==> config.mk <==
export PLATFORM = sky130hd
export DESIGN_NAME = ram_access_arbiter
export DESIGN_NICKNAME = d
export VERILOG_FILES = /design/src/rtl/ram_access_arbiter.sv
export SDC_FILE = /design/constraint.sdc
export NUM_CORES = 1
export LEC_CHECK = 0
export ABC_AREA = 1
export CORE_UTILIZATION = 44
export DETAILED_ROUTE_END_ITERATION = 6
export PLACE_DENSITY = 0.84
export SETUP_SLACK_MARGIN = 0.5
export SLEW_MARGIN = 20
export SYNTH_ARGS = -nofsm -noshare
export SYNTH_HDL_FRONTEND = slang
export SYNTH_SLANG_ARGS = --single-unit
export TNS_END_PERCENT = 10
==> constraint.sdc <==
create_clock -name clock -period 2.4 [get_ports clock]
set_clock_uncertainty 0.1 [all_clocks]
set_input_delay 0.48 -clock clock [delete_from_list [all_inputs] [get_ports clock]]
set_output_delay 0.48 -clock clock [all_outputs]
set_load 0.005 [all_outputs]
==> src/rtl/ram_access_arbiter.sv <==
// ram_access_arbiter
//
// Shares the single system RAM port between 8088 CPU memory cycles and
// video fetch requests from the gate array. Each RAM access is a fixed-length
// slot: one IDLE decision clock, RAM_ACCESS_CYCLES clocks with a strobe low,
// and one RECOVER clock with both strobes high. A CPU access holds rdy low
// from the clock after the command is seen until the first CPU-clock falling
// edge strobe at or after RECOVER. Video fetches are acknowledged with a
// one-clock video_ack pulse during RECOVER, with video_data valid alongside.
//
// Build option:
//   KFPCJR_FAIR_ARBITRATION_EN  defined   -> round-robin between video and CPU
//                               undefined -> strict video-before-CPU priority
//
// Ports:
//   clock, reset             system clock, synchronous active-high reset
//   cpu_clock_negedge        one-clock strobe per CPU clock falling edge
//   cpu_address/cpu_data_in  latched CPU address / write data
//   cpu_memr_n/cpu_memw_n    CPU memory read / write commands (active low)
//   cpu_data_out             last CPU read byte
//   rdy                      CPU ready (0 inserts wait states)
//   video_request/address    level fetch request and its address
//   video_ack/video_data     one-clock acknowledge and fetched byte
//   ram_address/ram_data_out RAM address and write data
//   ram_data_in              RAM read data
//   ram_read_n/ram_write_n   RAM strobes (active low)

module ram_access_arbiter #(
  parameter int RAM_ADDR_WIDTH    = 17,
  parameter int RAM_ACCESS_CYCLES = 2
) (
  input  logic                      clock,
  input  logic                      reset,
  input  logic                      cpu_clock_negedge,
  input  logic [19:0]               cpu_address,
  input  logic [7:0]                cpu_data_in,
  input  logic                      cpu_memr_n,
  input  logic                      cpu_memw_n,
  output logic [7:0]                cpu_data_out,
  output logic                      rdy,
  input  logic                      video_request,
  input  logic [RAM_ADDR_WIDTH-1:0] video_address,
  output logic                      video_ack,
  output logic [7:0]                video_data,
  output logic [RAM_ADDR_WIDTH-1:0] ram_address,
  output logic [7:0]                ram_data_out,
  input  logic [7:0]                ram_data_in,
  output logic                      ram_read_n,
  output logic                      ram_write_n
);

  localparam logic [1:0] ST_IDLE    = 2'd0;
  localparam logic [1:0] ST_ACCESS  = 2'd1;
  localparam logic [1:0] ST_RECOVER = 2'd2;

  // The counter is loaded with cycles-1 so it reaches zero on the final
  // strobe-low clock.
  localparam logic [3:0] CNT_LOAD = 4'(RAM_ACCESS_CYCLES - 1);

  logic [1:0]                state_q, state_d;
  logic [3:0]                cnt_q, cnt_d;
  logic                      sel_video_q, sel_video_d;
  logic                      sel_write_q, sel_write_d;
  logic                      cpu_pending_q, cpu_pending_d;
  logic                      cpu_served_q, cpu_served_d;
  logic                      rdy_q, rdy_d;
  logic                      rdy_release_q, rdy_release_d;
  logic                      video_ack_q, video_ack_d;
  logic [7:0]                video_data_q, video_data_d;
  logic [7:0]                cpu_data_q, cpu_data_d;
  logic [RAM_ADDR_WIDTH-1:0] ram_address_q, ram_address_d;
  logic [7:0]                ram_data_out_q, ram_data_out_d;
  logic                      ram_read_n_q, ram_read_n_d;
  logic                      ram_write_n_q, ram_write_n_d;

  logic cpu_cmd_any;
  logic cpu_in_range;
  logic cpu_cmd;
  logic cpu_wr_only;
  logic grant_video;
  logic grant_cpu;

  assign cpu_cmd_any  = ~cpu_memr_n | ~cpu_memw_n;
  assign cpu_in_range = (cpu_address >> RAM_ADDR_WIDTH) == 20'd0;
  assign cpu_cmd      = cpu_cmd_any & cpu_in_range;
  // A read strobe wins when both commands are asserted together.
  assign cpu_wr_only  = cpu_memr_n & ~cpu_memw_n;

`ifdef KFPCJR_FAIR_ARBITRATION_EN
  logic last_video_q, last_video_d;
  // Video loses a tie only when the previous grant also went to video.
  assign grant_video = video_request & ~(cpu_pending_q & last_video_q);
`else
  assign grant_video = video_request;
`endif
  assign grant_cpu = cpu_pending_q & ~grant_video;

  always_comb begin
    state_d        = state_q;
    cnt_d          = cnt_q;
    sel_video_d    = sel_video_q;
    sel_write_d    = sel_write_q;
    cpu_pending_d  = cpu_pending_q;
    cpu_served_d   = cpu_served_q;
    rdy_d          = rdy_q;
    rdy_release_d  = rdy_release_q;
    video_ack_d    = 1'b0;
    video_data_d   = video_data_q;
    cpu_data_d     = cpu_data_q;
    ram_address_d  = ram_address_q;
    ram_data_out_d = ram_data_out_q;
    ram_read_n_d   = ram_read_n_q;
    ram_write_n_d  = ram_write_n_q;
`ifdef KFPCJR_FAIR_ARBITRATION_EN
    last_video_d   = last_video_q;
`endif

    // The served flag stays set until the CPU ends its bus cycle, so a
    // command held over several clocks is never run twice.
    if (!cpu_cmd_any) cpu_served_d = 1'b0;

    if (rdy_release_q && cpu_clock_negedge) begin
      rdy_d         = 1'b1;
      rdy_release_d = 1'b0;
    end

    if (cpu_cmd && !cpu_pending_q && !cpu_served_q) begin
      cpu_pending_d = 1'b1;
      rdy_d         = 1'b0;
      rdy_release_d = 1'b0;
    end

    case (state_q)
      ST_IDLE: begin
        if (grant_video || grant_cpu) begin
          state_d     = ST_ACCESS;
          cnt_d       = CNT_LOAD;
          sel_video_d = grant_video;
`ifdef KFPCJR_FAIR_ARBITRATION_EN
          last_video_d = grant_video;
`endif
          if (grant_video) begin
            ram_address_d = video_address;
            sel_write_d   = 1'b0;
            ram_read_n_d  = 1'b0;
          end else begin
            ram_address_d  = cpu_address[RAM_ADDR_WIDTH-1:0];
            ram_data_out_d = cpu_data_in;
            sel_write_d    = cpu_wr_only;
            ram_read_n_d   = cpu_wr_only;
            ram_write_n_d  = ~cpu_wr_only;
          end
        end
      end

      ST_ACCESS: begin
        if (cnt_q == 4'd0) begin
          state_d       = ST_RECOVER;
          ram_read_n_d  = 1'b1;
          ram_write_n_d = 1'b1;
          if (sel_video_q) begin
            video_ack_d  = 1'b1;
            video_data_d = ram_data_in;
          end else begin
            if (!sel_write_q) cpu_data_d = ram_data_in;
            cpu_pending_d = 1'b0;
            cpu_served_d  = 1'b1;
            rdy_release_d = 1'b1;
          end
        end else begin
          cnt_d = cnt_q - 4'd1;
        end
      end

      ST_RECOVER: state_d = ST_IDLE;

      default: state_d = ST_IDLE;
    endcase
  end

  always_ff @(posedge clock) begin
    if (reset) begin
      state_q        <= ST_IDLE;
      cnt_q          <= 4'd0;
      sel_video_q    <= 1'b0;
      sel_write_q    <= 1'b0;
      cpu_pending_q  <= 1'b0;
      cpu_served_q   <= 1'b0;
      rdy_q          <= 1'b1;
      rdy_release_q  <= 1'b0;
      video_ack_q    <= 1'b0;
      video_data_q   <= 8'd0;
      cpu_data_q     <= 8'd0;
      ram_address_q  <= '0;
      ram_data_out_q <= 8'd0;
      ram_read_n_q   <= 1'b1;
      ram_write_n_q  <= 1'b1;
`ifdef KFPCJR_FAIR_ARBITRATION_EN
      last_video_q   <= 1'b0;
`endif
    end else begin
      state_q        <= state_d;
      cnt_q          <= cnt_d;
      sel_video_q    <= sel_video_d;
      sel_write_q    <= sel_write_d;
      cpu_pending_q  <= cpu_pending_d;
      cpu_served_q   <= cpu_served_d;
      rdy_q          <= rdy_d;
      rdy_release_q  <= rdy_release_d;
      video_ack_q    <= video_ack_d;
      video_data_q   <= video_data_d;
      cpu_data_q     <= cpu_data_d;
      ram_address_q  <= ram_address_d;
      ram_data_out_q <= ram_data_out_d;
      ram_read_n_q   <= ram_read_n_d;
      ram_write_n_q  <= ram_write_n_d;
`ifdef KFPCJR_FAIR_ARBITRATION_EN
      last_video_q   <= last_video_d;
`endif
    end
  end

  assign cpu_data_out = cpu_data_q;
  assign rdy          = rdy_q;
  assign video_ack    = video_ack_q;
  assign video_data   = video_data_q;
  assign ram_address  = ram_address_q;
  assign ram_data_out = ram_data_out_q;
  assign ram_read_n   = ram_read_n_q;
  assign ram_write_n  = ram_write_n_q;

endmodule

# Word level (Yosys, flattened, before mapping)
# Cells that the tools add are included.
# W data, S select, Z words.
[classes] n_mux=30 n_reduce_logical=20 add_sub_neg=1 eq_ne=5 bitwise_logic=12
[ops] cell="$mux W1" count=21
[ops] cell="$logic_not A20 Y1" count=1
[ops] cell="$mux W17" count=1
[ops] cell="$reduce_and A3 Y1" count=4
[ops] cell="$mux W4" count=2
[ops] cell="$ne A2 B2 Y1 const B" count=4
[ops] cell="$not A1 Y1" count=8
[ops] cell="$pmux W4 S2" count=1
[ops] cell="$reduce_and A4 Y1" count=2
[ops] cell="$logic_not A4 Y1" count=1
[ops] cell="$mux W2" count=2
[ops] cell="$pmux W1 S2" count=2
[ops] cell="$pmux W2 S2" count=1
[ops] cell="$reduce_and A2 Y1" count=2
[ops] cell="$reduce_bool A2 Y1" count=2
[ops] cell="$sub A4 B1 Y4 const B" count=1
[ops] cell="$and A1 B1 Y1" count=3
[ops] cell="$logic_and A1 B1 Y1" count=3
[ops] cell="$reduce_or A3 Y1" count=1
[ops] cell="$eq A2 B1 Y1 const B" count=1
[ops] cell="$logic_not A1 Y1" count=2
[ops] cell="$logic_not A2 Y1" count=1
[ops] cell="$logic_or A1 B1 Y1" count=1
[ops] cell="$or A1 B1 Y1" count=1
[word_totals] out_inout_bits=45 input_bits=59 ff_bits=56 word_cells=83

# Logic depth before layout (Yosys ltp)
# Gate-level depths: netlist of the first run.
[depth] depth_word=9 ltp_mapped=9 depth_no_buf=9

# Worst setup path after synthesis of the first run
# Ideal clock, no wire load.
[synth_timing] path_type="input -> register" start="in video_request" end="reg ram_data_out_q[4] (netlist: ram_data_out[4])" slack_ps=956 arrival_time_ps=1231 cell_stages=6 setup_time_ps=113 path_buffers=2 required_time_ps=2187 path_cell_list="buf_2 > o21ai_4 > nor2_4 > buf_6 > o21ai_1 > nor2_1"
[synth_via] elab_chain_cells=4
[synth_rtl] element="start: declaration" line_no="41" text="input logic video_request,"
[synth_rtl] element="$not A1 Y1 (no source line)"
[synth_rtl] element="$and A1 B1 Y1" line_no="96" text="assign grant_cpu = cpu_pending_q & ~grant_video;"
[synth_rtl] element="$logic_or A1 B1 Y1" line_no="135" text="if (grant_video || grant_cpu) begin"
[synth_rtl] element="$reduce_and A3 Y1 (no source line) *"
[synth_rtl] element="end signal: assignment" line_no="214" text="ram_data_out_q <= ram_data_out_d;"
[synth_rtl] element="end: declaration" line_no="72" text="logic [7:0] ram_data_out_q, ram_data_out_d;"
# Mark *: on every way between the ends. The rest lies on a longest branch, timed or not.
# A chain may end at the register's enable or synchronous reset.

# Final worst setup path of the first run
[layout_timing] start="in video_request" end="reg ram_address_q[7] (netlist: ram_address[7])"
[layout_via] elab_chain_cells=4 elab_cells_between_ends=5 classes_between="1 x mux; 2 x bitwise; 2 x reduce/logical"
[layout_rtl] element="$not A1 Y1 (no source line)"
[layout_rtl] element="$and A1 B1 Y1" line_no="96"
[layout_rtl] element="$logic_or A1 B1 Y1" line_no="135"
[layout_rtl] element="$reduce_and A2 Y1 (no source line)"
[layout_rtl] element="end signal: assignment" line_no="213" text="ram_address_q <= ram_address_d;"
[layout_rtl] element="end: declaration" line_no="71" text="logic [RAM_ADDR_WIDTH-1:0] ram_address_q, ram_address_d;"
# Several ways; a longest one is shown, not always the timed one.

==> run metrics, run 1 <==
r2r endpoint cpu_data_out[4]; final wirelength 6.19 mm; GRT Total Usage 22.9%; Final setup viols 0; largest family of logic cells by synthesized area simple AND/OR/NAND/NOR gates; layout cells sized above 1 7.35%; Initial Util 47.2%; Slew Limit Fails 0; utilization after layout 72.1%; count of hold-fix buffers inserted at cts 0; Worst Setup End Kind register; first-pass GRT wire length 9.65 mm; status finished clean; postcts setup bufs 0; PostCTS Resize Cnt 0; crit path kind input port to register; Iter 0 DRT Violations 170; TritonCTS clock tree done; period utilisation layout 73.9%; Post-Synth XOR/XNOR Area 0.381%; CP Capture Point ram_address[7]; dpl ws 0.270 ns; Flop pwr share 49.1%; Slew headroom 71.4%; overall power 0.00220 W; root buffer cell clkbuf_8; Area contributors post-synth dfxtp_1, nand2_1, nor2_1, nand3_1, o21ai_0; CP Launch Type input port; GRT overflow 0; vias in the first global route 2,170; Synth-to-Final Area Change 53.0%; die extent in x 74.3 microns; Filler Cell Count 419; Logic pwr share 27.2%; IO buf count 103; worst hold path startpoint ram_address[7]; Post-DP HPWL 4.65 mm; setup ws final 0.625 ns; worst min path class register to register; post-synthesis mux area share 0%; worst endpoint data arrival time 1.86 ns; P_leak 1.45 nW; worst-margin pin slew 0.429 ns; Final nets 482; drt pass-1 iters 4; CP required 2.48 ns; VDD IR max 0.362 mV; Hold Vio Cnt, Final 0; sequential area share after synthesis 48.7%; Avg Cell Area, Syn 7.35 sq um; CP max FO 10; total negative slack 0 ns; die area 5520 sq um; Critical Path Start video_request; Clock Path Buffers 2; distinct cell type count of the synthesized netlist 26; adder-cell area share of the yosys netlist 1.09%; Yosys warning count 0; drt wl/cell 12.6 microns; post-route ant nets 0; Mapped Cells 313; RSZ-0062 raised after global routing true; #FFs+latches synth 56; DR vias 2,395; Post-Syn Nets 374; Final Non-Filler Cells 489; Psw 0.000649 W; min Tclk post-route 1.77 ns; initial antenna violation count 0; largest net degree at the start of global routing 43; post-synth top area share 48.7%; Clock Latency Late Sink 0.31 ns; Netlist Area Pre-Place 2300 sq um; r2r startpoint cnt_q[0]; sw frac 29.5%; Worst R2R Setup Slack 0.70 ns; Internal Pwr Total 0.00155 W; dpl cells 476; core area 4880 sq um; Peak Freq 563 MHz; global placer's final weighted congestion 0.809; Clk network pwr share 23.7%; via/cell ratio 4.90; clk sinks 56; power density over cell area 626 nW/um^2; Top Ports 104; Yosys top cell by area dfxtp_1; Die Ht 74.3 microns; R2R depth 6; cts bufs inserted 5; Synth Area in Simple Gates 32.1%; Clock transition at path regs 0.09 ns; compound-gate portion of the synthesized area 11.6%; drc violations 0; # diodes 0; CTS H-Tree Depth 2; FP Rows 25; maxcap violations 0
[how the worst min path moves through the flow]
stage / depth (start not counted) / end
after floorplan: 2 / sel_write_q
after global placement: 2 / ram_write_n
after detailed placement: 2 / ram_address[7]
after CTS: 2 / ram_address[7]
after global routing: 2 / ram_address[15]
final: 2 / ram_address[7]
[power groups by stage]
| stage | clock (W) | sequential (W) | combinational (W) |
|---|---|---|---|
| finish | 0.000523 | 0.00108 | 0.000600 |
| CTS | 0.000532 | 0.00108 | 0.000589 |
| floorplan | 0 | 0.00110 | 0.000272 |
| global route | 0.000582 | 0.00109 | 0.000660 |
| global placement | 0 | 0.00110 | 0.000573 |
| detailed placement | 0 | 0.00110 | 0.000584 |
[worst max-delay path, cell delays in order]
cell and delay, ns:
clkdlybuf4s50_1 0.59, buf_4 0.22, clkinv_1 0.25, nand2_1 0.14, nand2_1 0.06, nand2_1 0.07, a21oi_1 0.06
[area by class of cell]
class,instances,area (sq um),area share (%)
Clock buffer,5,68.8,1.96
Clock inverter,3,21.3,0.604
Inverter,19,71.3,2.03
Multi-Input combinational cell,225,1040,29.5
Sequential cell,56,1120,31.9
Tap cell,67,83.8,2.38
Timing Repair Buffer,114,1110,31.6
[layer usage]
metal  vias up  track usage [%]  wire, microns
met3         5             7.18            326
met2        51             39.0           3060
met4         0             5.66             53
li1       1234                -              -
met5         -                0              0
met1      1105             28.1           2750
[through the flow]
step | instance area [sq um] | hold WS (ns)
after CTS | 3480 | 0.368
after global routing | 3520 | 0.384
after global placement | 3390 | 0.337
after floorplan | 2300 | 0.336
final | 3520 | 0.369
after detailed placement | 3390 | 0.354
[cells by family (layout without fill, tap and decap cells)]
kind of cell,after synthesis,in the layout
XOR/XNOR,1,1
AO/OA/AOI/OAI,50,50
adder cells (fa/ha/maj),2,2
buffers and inverters,32,141
flip-flops,56,56
AND/OR/NAND/NOR,172,172
[flip-flops by register name, summed over array words and instances, names as in the netlist]
name	cells
sel_write_q	1
ram_data_out	8
ram_address	17
rdy_release_q	1
cpu_served_q	1
rdy	1
cpu_pending_q	1
cnt_q	4
video_ack	1
video_data	8
ram_write_n	1
sel_video_q	1
cpu_data_out	8
state_q	2
ram_read_n	1
[cell usage after synthesis]
| cell type | n |
|---|---|
| nand2_1 | 75 |
| dfxtp_1 | 56 |
| nor2_1 | 50 |
| nand3_1 | 23 |
| o21ai_0 | 23 |
| a21oi_1 | 17 |
| inv_1 | 15 |
| nor3_1 | 9 |
| nand4_1 | 7 |
| o21ai_1 | 5 |
| buf_1 | 4 |
| buf_2 | 4 |
| nor2_2 | 4 |
| inv_2 | 3 |
| nor2_4 | 3 |
| buf_4 | 2 |
| clkbuf_1 | 2 |
| ha_1 | 2 |
| o22ai_1 | 2 |
| a31oi_1 | 1 |
| buf_6 | 1 |
| clkinv_1 | 1 |
| nand2_2 | 1 |
| o21ai_4 | 1 |
| o31ai_1 | 1 |
| xor2_1 | 1 |
[cells in the final DEF (no fill, tap or decap)]
cell type        netlist  routed
clkdlybuf4s50_1        0     103
nand2_1               75      75
dfxtp_1               56      56
nor2_1                50      50
o21ai_0               23      23
nand3_1               23      23
a21oi_1               17      17
inv_1                 15      15
buf_4                  2      11
nor3_1                 9       9
nand4_1                7       7
o21ai_1                5       5
clkbuf_8               0       5
nor2_2                 4       4
inv_2                  3       3
nor2_4                 3       3
o22ai_1                2       2
ha_1                   2       2
clkinv_1               1       1
a31oi_1                1       1
o21ai_4                1       1
o31ai_1                1       1
nand2_2                1       1
xor2_1                 1       1
clkinv_2               0       1
clkinvlp_4             0       1
inv_6                  0       1
(Power assumes the default switching activity.)
==> run 2: changes to the inputs <==
- CORE_UTILIZATION: 44 -> 37
- PLACE_DENSITY: 0.84 -> 0.75
- clock period: 2.4 -> 1.5 ns (I/O delays scaled with it)
==> run metrics, run 2 (synthesized netlist as in run 1, its figures left out) <==
Clock Path Buffers 2 (unchanged); drt pass-1 iters 6 (+2); vias in the first global route 2,315 (+6.7%); max FFs per register 17 (unchanged); Flop pwr share 45.8% (-3.3 points); die area 6540 sq um (+18%); register area 1170 sq um (+4.8%); final instance area 3780 sq um (+7.3%); CTS H-Tree Depth 2 (unchanged); GRT overflow 0 (unchanged); Die Ht 80.9 microns (+8.8%); IO buf count 103 (unchanged); layout cells sized above 1 25.6% (+18 points); Iter 0 DRT Violations 140 (-18%); Slew headroom 82.8% (+11 points); utilization after layout 63.4% (-8.7 points); Hold Vio Cnt, Final 0 (unchanged); Final setup viols 0 (unchanged); WP buf/inv 1 (-2); multi-input logic area 1150 sq um (+11%); CP Depth 1 (-6); TritonCTS clock tree done; drc violations 0 (unchanged); Post-DP HPWL 4.60 mm (-1.0%); R2R depth 8 (+2); worst min path class register to register; Clock transition at path regs 0.10 ns (about the same); worst-margin pin slew 0.257 ns (-0.172 ns); slowest stage cell, crit path dfxtp_1; Worst Setup End Kind output port; setup ws final 0.184 ns (-0.441 ns); commonest non-fill, non-tap cell in the layout nand2_1; cts bufs inserted 5 (unchanged); worst endpoint data arrival time 0.92 ns (-0.94 ns); first-pass GRT wire length 10.2 mm (+5.3%); hold depth 2 (unchanged); clk sinks 56 (unchanged); Final nets 494 (+2.5%); Clk network pwr share 26.6% (+2.9 points); critical path's largest stage delay 0.36 ns (-0.23 ns); GRT Total Usage 19.8% (-3.0 points); # diodes 0 (unchanged); status finished clean; drt wl/cell 12.5 microns (-1.6%); power density over cell area 1010 nW/um^2 (+62%); Top Ports 104 (unchanged); CP required 1.10 ns (-1.38 ns); Logic pwr share 27.5% (+0.3 points); Placed Area 3540 sq um (+4.4%); count of hold-fix buffers inserted at cts 0 (unchanged); sw frac 29.3% (-0.18 points); initial antenna violation count 0 (unchanged); Slew Limit Fails 0 (unchanged); CP Launch Type register; dpl cells 495 (+4.0%); largest net degree at the start of global routing 42 (-2.3%); final wirelength 6.34 mm (+2.5%); VDD IR max 0.544 mV (+50%); Initial Util 38.6% (-8.5 points); root buffer cell clkbuf_8; Peak Freq 760 MHz; dpl ws -0.260 ns (-0.530 ns); Internal Pwr Total 0.00271 W (+74%); global placer's final weighted congestion 0.754 (-6.7%); core area 5960 sq um (+22%); RSZ-0062 raised after global routing true; commonest cells after routing, fill and taps aside nand2_1, clkdlybuf4s50_1, nor2_1; cells along the critical path dlygate4sd2_1; via/cell ratio 4.78 (-2.5%); r2r startpoint cnt_q[1]; period utilisation layout 87.7%; maxcap violations 0 (unchanged); post-route ant nets 0 (unchanged); overall power 0.00383 W (+74%); Psw 0.00112 W (+73%); FP Rows 28 (+12%); Filler Cell Count 563 (+34%); die extent in x 80.9 microns (+8.8%); Critical Path Start ram_address[0]; min Tclk post-route 1.32 ns; Clock Latency Late Sink 0.31 ns (about the same); P_leak 1.73 nW (+19%); CP max FO 2 (-8); crit path kind register to output port; Synth-to-Final Area Change 64.2%; Final Non-Filler Cells 509 (+4.1%); Top delay family on crit path flip-flops; DR vias 2,431 (+1.5%); worst hold path startpoint ram_address[13]
-- run 2: cell type report --
type	count	area share (%)
well taps	75	2.48
clock inverters	3	1.26
repair buffers	126	30.9
flip-flops and latches	56	31.1
multi-input cells	225	30.4
clock buffers	5	1.82
inverters	19	2.02
-- run 2: per-stage QoR --
stage	hold WS (ns)	TNS, ns
floorplan	0.335	0
global placement	0.342	-6.83
detailed placement	0.345	-7.62
CTS	0.365	0
global route	0.386	0
finish	0.361	0
-- run 2: final timing paths --
path,endpoint,slack [ns]
hold / removal,ram_address[13],0.36
hold reg to reg,ram_address[13],0.36
setup / recovery,ram_address[0],0.18
setup reg to reg,video_data[5],0.21
-- run 2: timing repair --
item / CTS / global route
endpoints found under the setup margin: 101 / 101
pin swaps: 3 / 5
gates resized for setup: 127 / 11
setup buffers: 5 / 1
-- run 2: layer usage --
| metal | routed length (microns) | part of all wire (%) | global-route usage, % |
|---|---|---|---|
| met1 | 2760 | 43 | 23.3 |
| met2 | 3160 | 50 | 34.9 |
| met3 | 287 | 4.5 | 3.60 |
| met4 | 129 | 2.0 | 8.75 |
| met5 | 0 | 0 | 0 |
-- run 2: power by group through the flow --
stage | registers (W) | clock network [W] | logic, W
2_1_floorplan | 0.00177 | 0 | 0.000468
3_3_place_gp | 0.00176 | 0 | 0.00101
3_5_place_dp | 0.00177 | 0 | 0.00103
4_1_cts | 0.00175 | 0.00103 | 0.00102
5_1_grt | 0.00178 | 0.00109 | 0.00116
6_report | 0.00175 | 0.00102 | 0.00105
